File: config.mk
export PLATFORM = sky130hd
export DESIGN_NAME = pic_ctrl_sync_flat
export DESIGN_NICKNAME = d
export VERILOG_FILES = /design/src/rtl/pic_ctrl_sync_if.sv /design/src/rtl/pic_ctrl_sync.sv /design/src/flat_wrapper.sv
export SDC_FILE = /design/constraint.sdc
export NUM_CORES = 1
export LEC_CHECK = 0
export CORE_MARGIN = 2
export CORE_UTILIZATION = 55
export DETAILED_ROUTE_END_ITERATION = 16
export PLACE_DENSITY = 0.78
export RECOVER_POWER = 100
export SYNTH_ARGS = -nofsm -noshare
export SYNTH_HDL_FRONTEND = slang
export SYNTH_SLANG_ARGS = --single-unit
File: constraint.sdc
create_clock -name clk -period 5.9 [get_ports clk]
set_input_delay 0.59 -clock clk [delete_from_list [all_inputs] [get_ports clk]]
set_output_delay 0.59 -clock clk [all_outputs]
set_load 0.005 [all_outputs]
File: src/rtl/pic_ctrl_sync_if.sv
// Bus and status bundle between a CPU-side driver and the PIC core.
interface pic_ctrl_sync_if #(
  parameter int NUM_IRQ = 8
);
  logic               wr_n;
  logic               rd_n;
  logic               a0;
  logic [7:0]         din;
  logic [7:0]         dout;
  logic               dout_en;
  logic               inta_n;
  logic [NUM_IRQ-1:0] irq_in;
  logic               int_out;
  logic [NUM_IRQ-1:0] imr;
  logic [NUM_IRQ-1:0] isr;
  logic [NUM_IRQ-1:0] irr;
  logic               ready;

  modport master (
    output wr_n, rd_n, a0, din, inta_n, irq_in,
    input  dout, dout_en, int_out, imr, isr, irr, ready
  );

  modport slave (
    input  wr_n, rd_n, a0, din, inta_n, irq_in,
    output dout, dout_en, int_out, imr, isr, irr, ready
  );
endinterface

File: src/rtl/pic_ctrl_sync.sv
// 8259-style interrupt controller core, fully clocked: strobes are sampled
// on clk and turned into one-cycle events from their registered previous value.
module pic_ctrl_sync #(
  parameter int NUM_IRQ = 8,
  parameter int ID_W    = 3
) (
  input logic         clk,
  input logic         rst_n,
  pic_ctrl_sync_if.slave bus
);

  localparam int              BASE_W = 8 - ID_W;
  localparam logic [ID_W-1:0] ID_MAX = ID_W'(NUM_IRQ - 1);

  typedef enum logic [2:0] {CFG_ICW1, CFG_ICW2, CFG_ICW3, CFG_ICW4, CFG_READY} cfg_t;
  typedef enum logic [1:0] {IA_IDLE, IA_WAIT2, IA_PULSE2} ia_t;

  cfg_t               cfg_q, cfg_d;
  ia_t                ia_q, ia_d;
  logic               wr_q, inta_q;
  logic [NUM_IRQ-1:0] irq_q, irq_q2;
  logic [NUM_IRQ-1:0] irr_q, irr_d, isr_q, isr_d, imr_q, imr_d;
  logic [ID_W-1:0]    lp_q, lp_d, id_q, id_d;
  logic               ltim_q, ltim_d, sngl_q, sngl_d, ic4_q, ic4_d;
  logic               aeoi_q, aeoi_d, rot_aeoi_q, rot_aeoi_d, rsel_q, rsel_d;
  logic [BASE_W-1:0]  base_q, base_d;
  logic [7:0]         dout_q, dout_d;
  logic               dout_en_q, dout_en_d, int_q, int_d;

  // Walks the cyclic order lp+1 .. lp; a set bit in blk stops the search
  // (fully nested blocking), the first set bit in req is returned as {valid, id}.
  function automatic logic [ID_W:0] pick(input logic [NUM_IRQ-1:0] req,
                                         input logic [NUM_IRQ-1:0] blk,
                                         input logic [ID_W-1:0]    lp);
    logic            done;
    logic [ID_W-1:0] idx;
    logic [ID_W:0]   res;
    done = 1'b0;
    res  = '0;
    for (int k = 1; k <= NUM_IRQ; k++) begin
      idx = lp + ID_W'(k);
      if (!done) begin
        if (blk[idx]) begin
          done = 1'b1;
        end else if (req[idx]) begin
          done = 1'b1;
          res  = {1'b1, idx};
        end
      end
    end
    return res;
  endfunction

  logic               wr_ev, inta_fall, inta_rise, icw1_ev;
  logic [NUM_IRQ-1:0] irq_edge;
  logic [ID_W:0]      cand, hi;
  logic               cand_v, hi_v;
  logic [ID_W-1:0]    cand_id, hi_id, lvl;

  assign wr_ev     = wr_q & ~bus.wr_n;
  assign inta_fall = inta_q & ~bus.inta_n;
  assign inta_rise = ~inta_q & bus.inta_n;
  assign icw1_ev   = wr_ev & ~bus.a0 & bus.din[4];
  assign irq_edge  = irq_q & ~irq_q2;
  assign cand      = pick(irr_q & ~imr_q, isr_q, lp_q);
  assign hi        = pick(isr_q, '0, lp_q);
  assign cand_v    = cand[ID_W];
  assign cand_id   = cand[ID_W-1:0];
  assign hi_v      = hi[ID_W];
  assign hi_id     = hi[ID_W-1:0];
  assign lvl       = bus.din[ID_W-1:0];

  // Next-state for config FSM, INTA sequencer, registers and bus outputs.
  always_comb begin
    logic [NUM_IRQ-1:0] eoi_clr, isr_set, grant_clr;
    cfg_d      = cfg_q;
    ia_d       = ia_q;
    irr_d      = irr_q;
    isr_d      = isr_q;
    imr_d      = imr_q;
    lp_d       = lp_q;
    id_d       = id_q;
    ltim_d     = ltim_q;
    sngl_d     = sngl_q;
    ic4_d      = ic4_q;
    aeoi_d     = aeoi_q;
    rot_aeoi_d = rot_aeoi_q;
    rsel_d     = rsel_q;
    base_d     = base_q;
    dout_d     = dout_q;
    dout_en_d  = 1'b0;
    int_d      = 1'b0;
    eoi_clr    = '0;
    isr_set    = '0;
    grant_clr  = '0;

    if (icw1_ev) begin
      ic4_d      = bus.din[0];
      sngl_d     = bus.din[1];
      ltim_d     = bus.din[3];
      imr_d      = '0;
      isr_d      = '0;
      irr_d      = '0;
      rot_aeoi_d = 1'b0;
      lp_d       = ID_MAX;
      rsel_d     = 1'b0;
      ia_d       = IA_IDLE;
      cfg_d      = CFG_ICW2;
    end else begin
      case (cfg_q)
        CFG_ICW2: if (wr_ev && bus.a0) begin
          base_d = bus.din[7:ID_W];
          cfg_d  = !sngl_q ? CFG_ICW3 : (ic4_q ? CFG_ICW4 : CFG_READY);
        end
        CFG_ICW3: if (wr_ev && bus.a0) begin
          cfg_d = ic4_q ? CFG_ICW4 : CFG_READY;
        end
        CFG_ICW4: if (wr_ev && bus.a0) begin
          aeoi_d = bus.din[1];
          cfg_d  = CFG_READY;
        end
        CFG_READY: begin
          if (wr_ev && bus.a0) begin
            imr_d = bus.din[NUM_IRQ-1:0];
          end else if (wr_ev && bus.din[4:3] == 2'b00) begin
            case (bus.din[7:5])
              3'b001: if (hi_v) eoi_clr[hi_id] = 1'b1;
              3'b011: eoi_clr[lvl] = 1'b1;
              3'b101: if (hi_v) begin
                eoi_clr[hi_id] = 1'b1;
                lp_d           = hi_id;
              end
              3'b111: begin
                eoi_clr[lvl] = 1'b1;
                lp_d         = lvl;
              end
              3'b110: lp_d = lvl;
              3'b100: rot_aeoi_d = 1'b1;
              3'b000: rot_aeoi_d = 1'b0;
              default: ;
            endcase
          end else if (wr_ev && bus.din[4:3] == 2'b01 && bus.din[1]) begin
            rsel_d = bus.din[0];
          end

          case (ia_q)
            IA_IDLE: if (inta_fall) begin
              ia_d = IA_WAIT2;
              if (cand_v) begin
                id_d               = cand_id;
                isr_set[cand_id]   = 1'b1;
                grant_clr[cand_id] = 1'b1;
              end else begin
                id_d = ID_MAX;
              end
            end
            IA_WAIT2: if (inta_fall) ia_d = IA_PULSE2;
            IA_PULSE2: if (inta_rise) begin
              ia_d = IA_IDLE;
              if (aeoi_q) begin
                eoi_clr[id_q] = 1'b1;
                if (rot_aeoi_q) lp_d = id_q;
              end
            end
            default: ia_d = IA_IDLE;
          endcase
        end
        default: ;
      endcase

      // A set from INTA1 beats a same-cycle EOI clear; a new edge beats the grant clear.
      isr_d = (isr_q & ~eoi_clr) | isr_set;
      irr_d = ltim_q ? irq_q : ((irr_q & ~grant_clr) | irq_edge);

      int_d = (cfg_q == CFG_READY) && cand_v && (ia_d == IA_IDLE);
      if (ia_d == IA_PULSE2) begin
        dout_d    = {base_q, id_d};
        dout_en_d = 1'b1;
      end else if (!bus.rd_n) begin
        dout_en_d = 1'b1;
        dout_d    = bus.a0 ? 8'(imr_q) : (rsel_q ? 8'(isr_q) : 8'(irr_q));
      end
    end
  end

  // State and strobe/request history registers.
  always_ff @(posedge clk or negedge rst_n) begin
    if (!rst_n) begin
      cfg_q      <= CFG_ICW1;
      ia_q       <= IA_IDLE;
      wr_q       <= 1'b1;
      inta_q     <= 1'b1;
      irq_q      <= '0;
      irq_q2     <= '0;
      irr_q      <= '0;
      isr_q      <= '0;
      imr_q      <= '0;
      lp_q       <= ID_MAX;
      id_q       <= '0;
      ltim_q     <= 1'b0;
      sngl_q     <= 1'b1;
      ic4_q      <= 1'b0;
      aeoi_q     <= 1'b0;
      rot_aeoi_q <= 1'b0;
      rsel_q     <= 1'b0;
      base_q     <= '0;
      dout_q     <= '0;
      dout_en_q  <= 1'b0;
      int_q      <= 1'b0;
    end else begin
      cfg_q      <= cfg_d;
      ia_q       <= ia_d;
      wr_q       <= bus.wr_n;
      inta_q     <= bus.inta_n;
      irq_q      <= bus.irq_in;
      irq_q2     <= irq_q;
      irr_q      <= irr_d;
      isr_q      <= isr_d;
      imr_q      <= imr_d;
      lp_q       <= lp_d;
      id_q       <= id_d;
      ltim_q     <= ltim_d;
      sngl_q     <= sngl_d;
      ic4_q      <= ic4_d;
      aeoi_q     <= aeoi_d;
      rot_aeoi_q <= rot_aeoi_d;
      rsel_q     <= rsel_d;
      base_q     <= base_d;
      dout_q     <= dout_d;
      dout_en_q  <= dout_en_d;
      int_q      <= int_d;
    end
  end

  assign bus.dout    = dout_q;
  assign bus.dout_en = dout_en_q;
  assign bus.int_out = int_q;
  assign bus.imr     = imr_q;
  assign bus.isr     = isr_q;
  assign bus.irr     = irr_q;
  assign bus.ready   = (cfg_q == CFG_READY);

endmodule

File: src/flat_wrapper.sv
// flat-port wrapper written by rule: the top's interface ports become plain ports
module pic_ctrl_sync_flat 
#(
  parameter int NUM_IRQ = 8,
  parameter int ID_W    = 3
)
  (clk, rst_n, bus_wr_n, bus_rd_n, bus_a0, bus_din, bus_inta_n, bus_irq_in, bus_dout, bus_dout_en, bus_int_out, bus_imr, bus_isr, bus_irr, bus_ready);
  pic_ctrl_sync_if #(.NUM_IRQ(NUM_IRQ)) bus_i ();
  input logic clk;
  input logic rst_n;
  input wire logic [$bits(bus_i.wr_n)-1:0] bus_wr_n;
  input wire logic [$bits(bus_i.rd_n)-1:0] bus_rd_n;
  input wire logic [$bits(bus_i.a0)-1:0] bus_a0;
  input wire logic [$bits(bus_i.din)-1:0] bus_din;
  input wire logic [$bits(bus_i.inta_n)-1:0] bus_inta_n;
  input wire logic [$bits(bus_i.irq_in)-1:0] bus_irq_in;
  output wire logic [$bits(bus_i.dout)-1:0] bus_dout;
  output wire logic [$bits(bus_i.dout_en)-1:0] bus_dout_en;
  output wire logic [$bits(bus_i.int_out)-1:0] bus_int_out;
  output wire logic [$bits(bus_i.imr)-1:0] bus_imr;
  output wire logic [$bits(bus_i.isr)-1:0] bus_isr;
  output wire logic [$bits(bus_i.irr)-1:0] bus_irr;
  output wire logic [$bits(bus_i.ready)-1:0] bus_ready;
  assign bus_i.wr_n = bus_wr_n;
  assign bus_i.rd_n = bus_rd_n;
  assign bus_i.a0 = bus_a0;
  assign bus_i.din = bus_din;
  assign bus_i.inta_n = bus_inta_n;
  assign bus_i.irq_in = bus_irq_in;
  assign bus_dout = bus_i.dout;
  assign bus_dout_en = bus_i.dout_en;
  assign bus_int_out = bus_i.int_out;
  assign bus_imr = bus_i.imr;
  assign bus_isr = bus_i.isr;
  assign bus_irr = bus_i.irr;
  assign bus_ready = bus_i.ready;
  pic_ctrl_sync #(.NUM_IRQ(NUM_IRQ), .ID_W(ID_W)) u_core (.clk(clk), .rst_n(rst_n), .bus(bus_i));
endmodule
==> results of run 1 <==
-- state kept, by name, summed over array words and instances (netlist names), 2 cells and up --
name	cells
u_core.ia_q	2
u_core.cfg_q	3
u_core.id_q	3
u_core.bus.isr	8
u_core.bus.imr	8
u_core.irq_q2	8
u_core.bus.dout	8
u_core.irq_q	8
u_core.bus.irr	8
u_core.base_q	5
u_core.lp_q	3
-- power by group through the flow --
stage          combinational, W  clock, W  sequential (W)
2_1_floorplan          0.000915         0        0.000716
3_3_place_gp            0.00126         0        0.000799
3_5_place_dp            0.00126         0        0.000806
4_1_cts                 0.00127  0.000470        0.000796
5_1_grt                 0.00135  0.000487        0.000818
6_report                0.00126  0.000464        0.000802
-- routing by layer --
layer	vias up	wire, um
met5	-	0
met4	0	364
met3	34	1820
met2	331	8070
met1	2584	7380
li1	2344	-
-- worst paths after layout --
path,endpoint,cells past startpoint
worst max-delay path,u_core.bus.irr[0],11
worst min-delay path,u_core.irq_q2[0],0
worst max register to register,u_core.bus.irr[0],11
worst min register to register,u_core.irq_q2[0],0
max in group asynchronous,u_core.bus.imr[2],1
min in group asynchronous,u_core.ic4_q,1
-- Yosys cell counts, types with 3 or more instances --
library cell / n
sky130_fd_sc_hd__and3_1: 3
sky130_fd_sc_hd__a21o_1: 3
sky130_fd_sc_hd__o21ai_1: 4
sky130_fd_sc_hd__nor3b_1: 6
sky130_fd_sc_hd__o22a_1: 3
sky130_fd_sc_hd__o311ai_0: 4
sky130_fd_sc_hd__a311oi_1: 3
sky130_fd_sc_hd__clkinv_1: 3
sky130_fd_sc_hd__dfstp_2: 6
sky130_fd_sc_hd__mux2_2: 10
sky130_fd_sc_hd__a31oi_1: 13
sky130_fd_sc_hd__nor2b_1: 14
sky130_fd_sc_hd__o211a_1: 3
sky130_fd_sc_hd__or3_1: 3
sky130_fd_sc_hd__inv_1: 15
sky130_fd_sc_hd__nand3_1: 16
sky130_fd_sc_hd__a22o_1: 8
sky130_fd_sc_hd__buf_2: 5
sky130_fd_sc_hd__nor4_1: 4
sky130_fd_sc_hd__a21boi_0: 8
sky130_fd_sc_hd__mux4_2: 17
sky130_fd_sc_hd__nand2_1: 54
sky130_fd_sc_hd__o21a_1: 6
sky130_fd_sc_hd__mux2_4: 3
sky130_fd_sc_hd__o22ai_1: 6
sky130_fd_sc_hd__nand2b_1: 15
sky130_fd_sc_hd__nor3_1: 11
sky130_fd_sc_hd__clkbuf_1: 18
sky130_fd_sc_hd__nand4_1: 7
sky130_fd_sc_hd__o211ai_1: 10
sky130_fd_sc_hd__and2_1: 6
sky130_fd_sc_hd__nand3b_1: 6
sky130_fd_sc_hd__mux2i_1: 30
sky130_fd_sc_hd__a21oi_1: 31
sky130_fd_sc_hd__nor2_1: 46
sky130_fd_sc_hd__o31ai_1: 7
sky130_fd_sc_hd__buf_6: 7
sky130_fd_sc_hd__o21ai_0: 44
sky130_fd_sc_hd__dfrtp_1: 68
-- kinds of logic after synthesis --
| group | Yosys count |
|---|---|
| adder cells (fa/ha/maj) | 2 |
| XOR/XNOR | 5 |
| AND/OR/NAND/NOR | 211 |
| multiplexers | 61 |
| buffers and inverters | 50 |
| flip-flops | 74 |
| AO/OA/AOI/OAI | 189 |
-- per-stage QoR --
step / instance area [um2] / utilization [%] / std cells
global placement: 6180 / 63.0 / 758
floorplan: 5570 / - / 592
finish: 6380 / 64.9 / 774
detailed placement: 6180 / 63.0 / 758
global route: 6380 / 64.9 / 774
CTS: 6420 / 65.3 / 774
-- area by class of cell --
| class | instances | area (um2) | area share, % |
|---|---|---|---|
| clock buffers | 10 | 138 | 2.16 |
| clock inverters | 6 | 95.1 | 1.49 |
| inverters | 19 | 71.3 | 1.12 |
| multi-input cells | 468 | 3430 | 53.8 |
| flip-flops and latches | 74 | 1860 | 29.2 |
| well taps | 133 | 166 | 2.61 |
| repair buffers | 64 | 614 | 9.63 |
==> results.md, run 1 <==
Layout:
- The number of inserted filler cells in the final layout is roughly 850.
- The number of antenna diodes in the final layout is 0.
- The area growth from synthesis to layout is 14.4%.
- In the layout the commonest cells are sky130_fd_sc_hd__dfrtp_1, sky130_fd_sc_hd__nand2_1, sky130_fd_sc_hd__nor2_1.
- The fraction of final layout cells with drive strength greater than 1 is 12.3%.
- The final net count is 660.
- Leaving out fill and tap cells, the most frequent cell in the layout is sky130_fd_sc_hd__dfrtp_1.

Logic synthesis:
- The share of the synthesized area in the top cell type is 30.5%.
- In the synthesized netlist, the number of instances is 592.
- A synthesized cell averages 9.42 um2.
- The warning count from the yosys run is 0.
- The most frequently used flop master after synthesis is sky130_fd_sc_hd__dfrtp_1.
- The flip-flop and latch count after synthesis is 74.
- The post-synthesis net count is 616.
- The cell area that synthesis handed to floorplanning was 0.00557 mm2.
- Summing the areas of all and, or, nand and nor instances in the mapped netlist gives 20.4% of the synthesized area.
- The main combinational cell family by area after synthesis is compound AO/OA/AOI/OAI gates.
- The compound-cell area share of the yosys netlist is 24.4%.
- The parity-gate share of the synthesized area counting xor and xnor cells is 1.39%.
- The number of flops mapped to enable cells by yosys is 0.
- The number of distinct standard cells referenced by the synthesized netlist is 88.
- Summing the areas of all fa, ha and maj instances in the mapped netlist gives 0.449% of the synthesized area.
- sky130_fd_sc_hd__dfrtp_1 takes more of the synthesized area than any other cell.
- The share of flip-flops with an asynchronous set or reset is 100%.
- The post-synthesis mux area share is between 15 and 20%.
- Sorting the synthesized cells by area gives the leading types as sky130_fd_sc_hd__dfrtp_1, sky130_fd_sc_hd__mux4_2, sky130_fd_sc_hd__mux2i_1, sky130_fd_sc_hd__o21ai_0, sky130_fd_sc_hd__nand2_1.
- The share of the Yosys chip area taken by registers is 33.4%.

STA:
- The share of the clock period used by the worst path after layout is 87.5%.
- At the pin with the least slew margin, the transition time is 3.86 ns.
- Derived from the worst setup path, the maximum achievable clock frequency is 194 MHz.
- The final number of hold-violating endpoints came to 0.
- Across all hold checks on the routed design, the worst slack comes to 0.371 ns.
- Setup repair after global routing left no endpoint under its margin.
- The smallest setup slack after layout is 0.739 ns.
- The clock skew after layout is 0.0143 ns.
- The remaining max-slew budget at the tightest pin is -157%.
- Setup violations remaining at the end of the flow were counted as 0.
- After layout, the minimum clock period comes to 5.16 ns.
- Summed over all failing endpoints, the final setup total negative slack is 0 ns.
- The total count of max-transition violations in the final report was 75.

CTS:
- In this run, post-CTS repair resized a total of 0 instances.
- The number of clock buffers added by TritonCTS is 9.
- For this design, the CTS-stage hold fixing added 0 buffers.
- The clock drives 74 sinks.
- The number of levels the H-tree was split into is 3.
- The number of setup buffers added after CTS is 0.
- The clock slew at the register clock pins of the worst setup and hold paths is 0.08 ns.
- The cell sitting at the root of the clock tree is a sky130_fd_sc_hd__clkbuf_8.
- For the worst-skew pair, the clock arrives at the later sink with an insertion delay of 0.37 ns.
- TritonCTS built the clock tree.
- Counting along the longest clock path gives a buffer depth of 2.

Pwr:
- Of the total power, registers draw 31.8%.
- The power per cell area is 396 mW/mm2.
- The sum of internal, switching and leakage power is 0.00252 W.
- The internal portion of the total power is 0.00142 W.
- The analysis attributes to net switching a power of between 0.001 and 0.0015 W.
- The proportion of power drawn by combinational gates is 49.9%.
- In this run switching power makes up 43.9% of total power.
- Across the VDD grid, the largest voltage drop is about 0.0003 V.
- In this run the static leakage power is 2.62 nW.
- The clock network burns 18.4% of the power.

Die:
- The horizontal die dimension is around 100 um.
- The area inside the core boundary is 0.00982 mm2.
- The die outline area is 0.0110 mm2.
- 57 I/O pins were placed.
- The die height is 105 um.
- Row generation in the floorplan step produced 36 rows.
- The effective utilization at floorplan is 56.8%.

Min path:
- The launch point of the worst hold path is u_core.irq_q[0].
- The worst hold path class is register to register.

Worst setup path:
- The launch point of the worst path is u_core.lp_q[1].
- On the critical path the largest part of the delay comes from simple AND/OR/NAND/NOR gates.
- The critical path is of the register to register type.
- Traced cell by cell, the critical path runs through clkinv_1 > ha_1 > mux4_1 > mux2_1 > nor2_1 > nand4_1 > o32ai_1 > nand3_1 > o31ai_4 > nor2b_1 > a311oi_2.
- The peak per-stage delay on the critical path is 0.86 ns.
- The slowest stage cell on the critical path is sky130_fd_sc_hd__dfstp_2.
- The sort of element at the end of the critical path is a register.
- The worst reg2reg path startpoint is u_core.lp_q[1].
- For the worst setup path, the data required time is approximately 6.1 ns.
- The data arrival time of the critical path is 5.35 ns.
- Together, buffers and inverters on the worst path number 1.
- Of all nets on the critical path, the largest fanout is 25.
- The kind of launch point of the worst setup path is a register.
- For flop-to-flop paths, the worst setup slack is 0.74 ns.

Placement:
- The quantity of I/O buffers inserted on ports is 56.
- The last weighted congestion value of the routability-driven placer is approximately 1.0.
- The HPWL after detailed placement is 13100 um.
- OpenSTA, run right after detailed placement, puts the worst setup slack at 1.16 ns.

GRT:
- In the global route stage, met2 resource usage came out at 49.8%.
- The routing usage on met1 is 46.4%.
- Global routing consumed, over all layers together, 32.5% of the routing resources.
- The leftover overflow at the end of global routing is 0.
- The wire length of the first global-routing pass is 27500 um.
- The initial antenna violation count is 0.
- Entering global routing, the biggest net connects between 70 and 80 pins.
- The number of global-route vias before repair is ~5k.
- met2 is the most crowded layer.
- In the global route stage, met3 resource usage came out at 6.11%.

Status:
- The final reports fail on max-capacitance violations, max-slew violations.
- The flow ran to the end, but the final reports show violations.

Drt:
- The detail route stage leaves a number of antenna-violating nets equal to 0.
- Dividing the detail-routed via count by the number of cells gives 6.84.
- The average detailed-routed wire length per instance is between 20 and 25 um.
- The via total after detailed routing is roughly 5.3k.
- The final routed wirelength across all metal layers is between 15000 and 20000 um.
- The number of design-rule violations left by the first detailed-router iteration is 501.
- The number of design rule violations left after detail routing is 0.
- The number of search-and-repair iterations in the first detailed-routing pass is 5.

Job:
- The tool flagged a number of max-cap violations equal to 1.
Note: power is estimated with default switching activity, not from simulation.
==> run 2, diff against run 1 <==
--- a/config.mk
+++ b/config.mk
@@ -10,6 +10,7 @@
 export DETAILED_ROUTE_END_ITERATION = 16
 export PLACE_DENSITY = 0.78
 export RECOVER_POWER = 100
+export SLEW_MARGIN = 10
 export SYNTH_ARGS = -nofsm -noshare
 export SYNTH_HDL_FRONTEND = slang
 export SYNTH_SLANG_ARGS = --single-unit
==> results of run 2 <==
Final layout, timing and power as in run 1 (identical DEF).
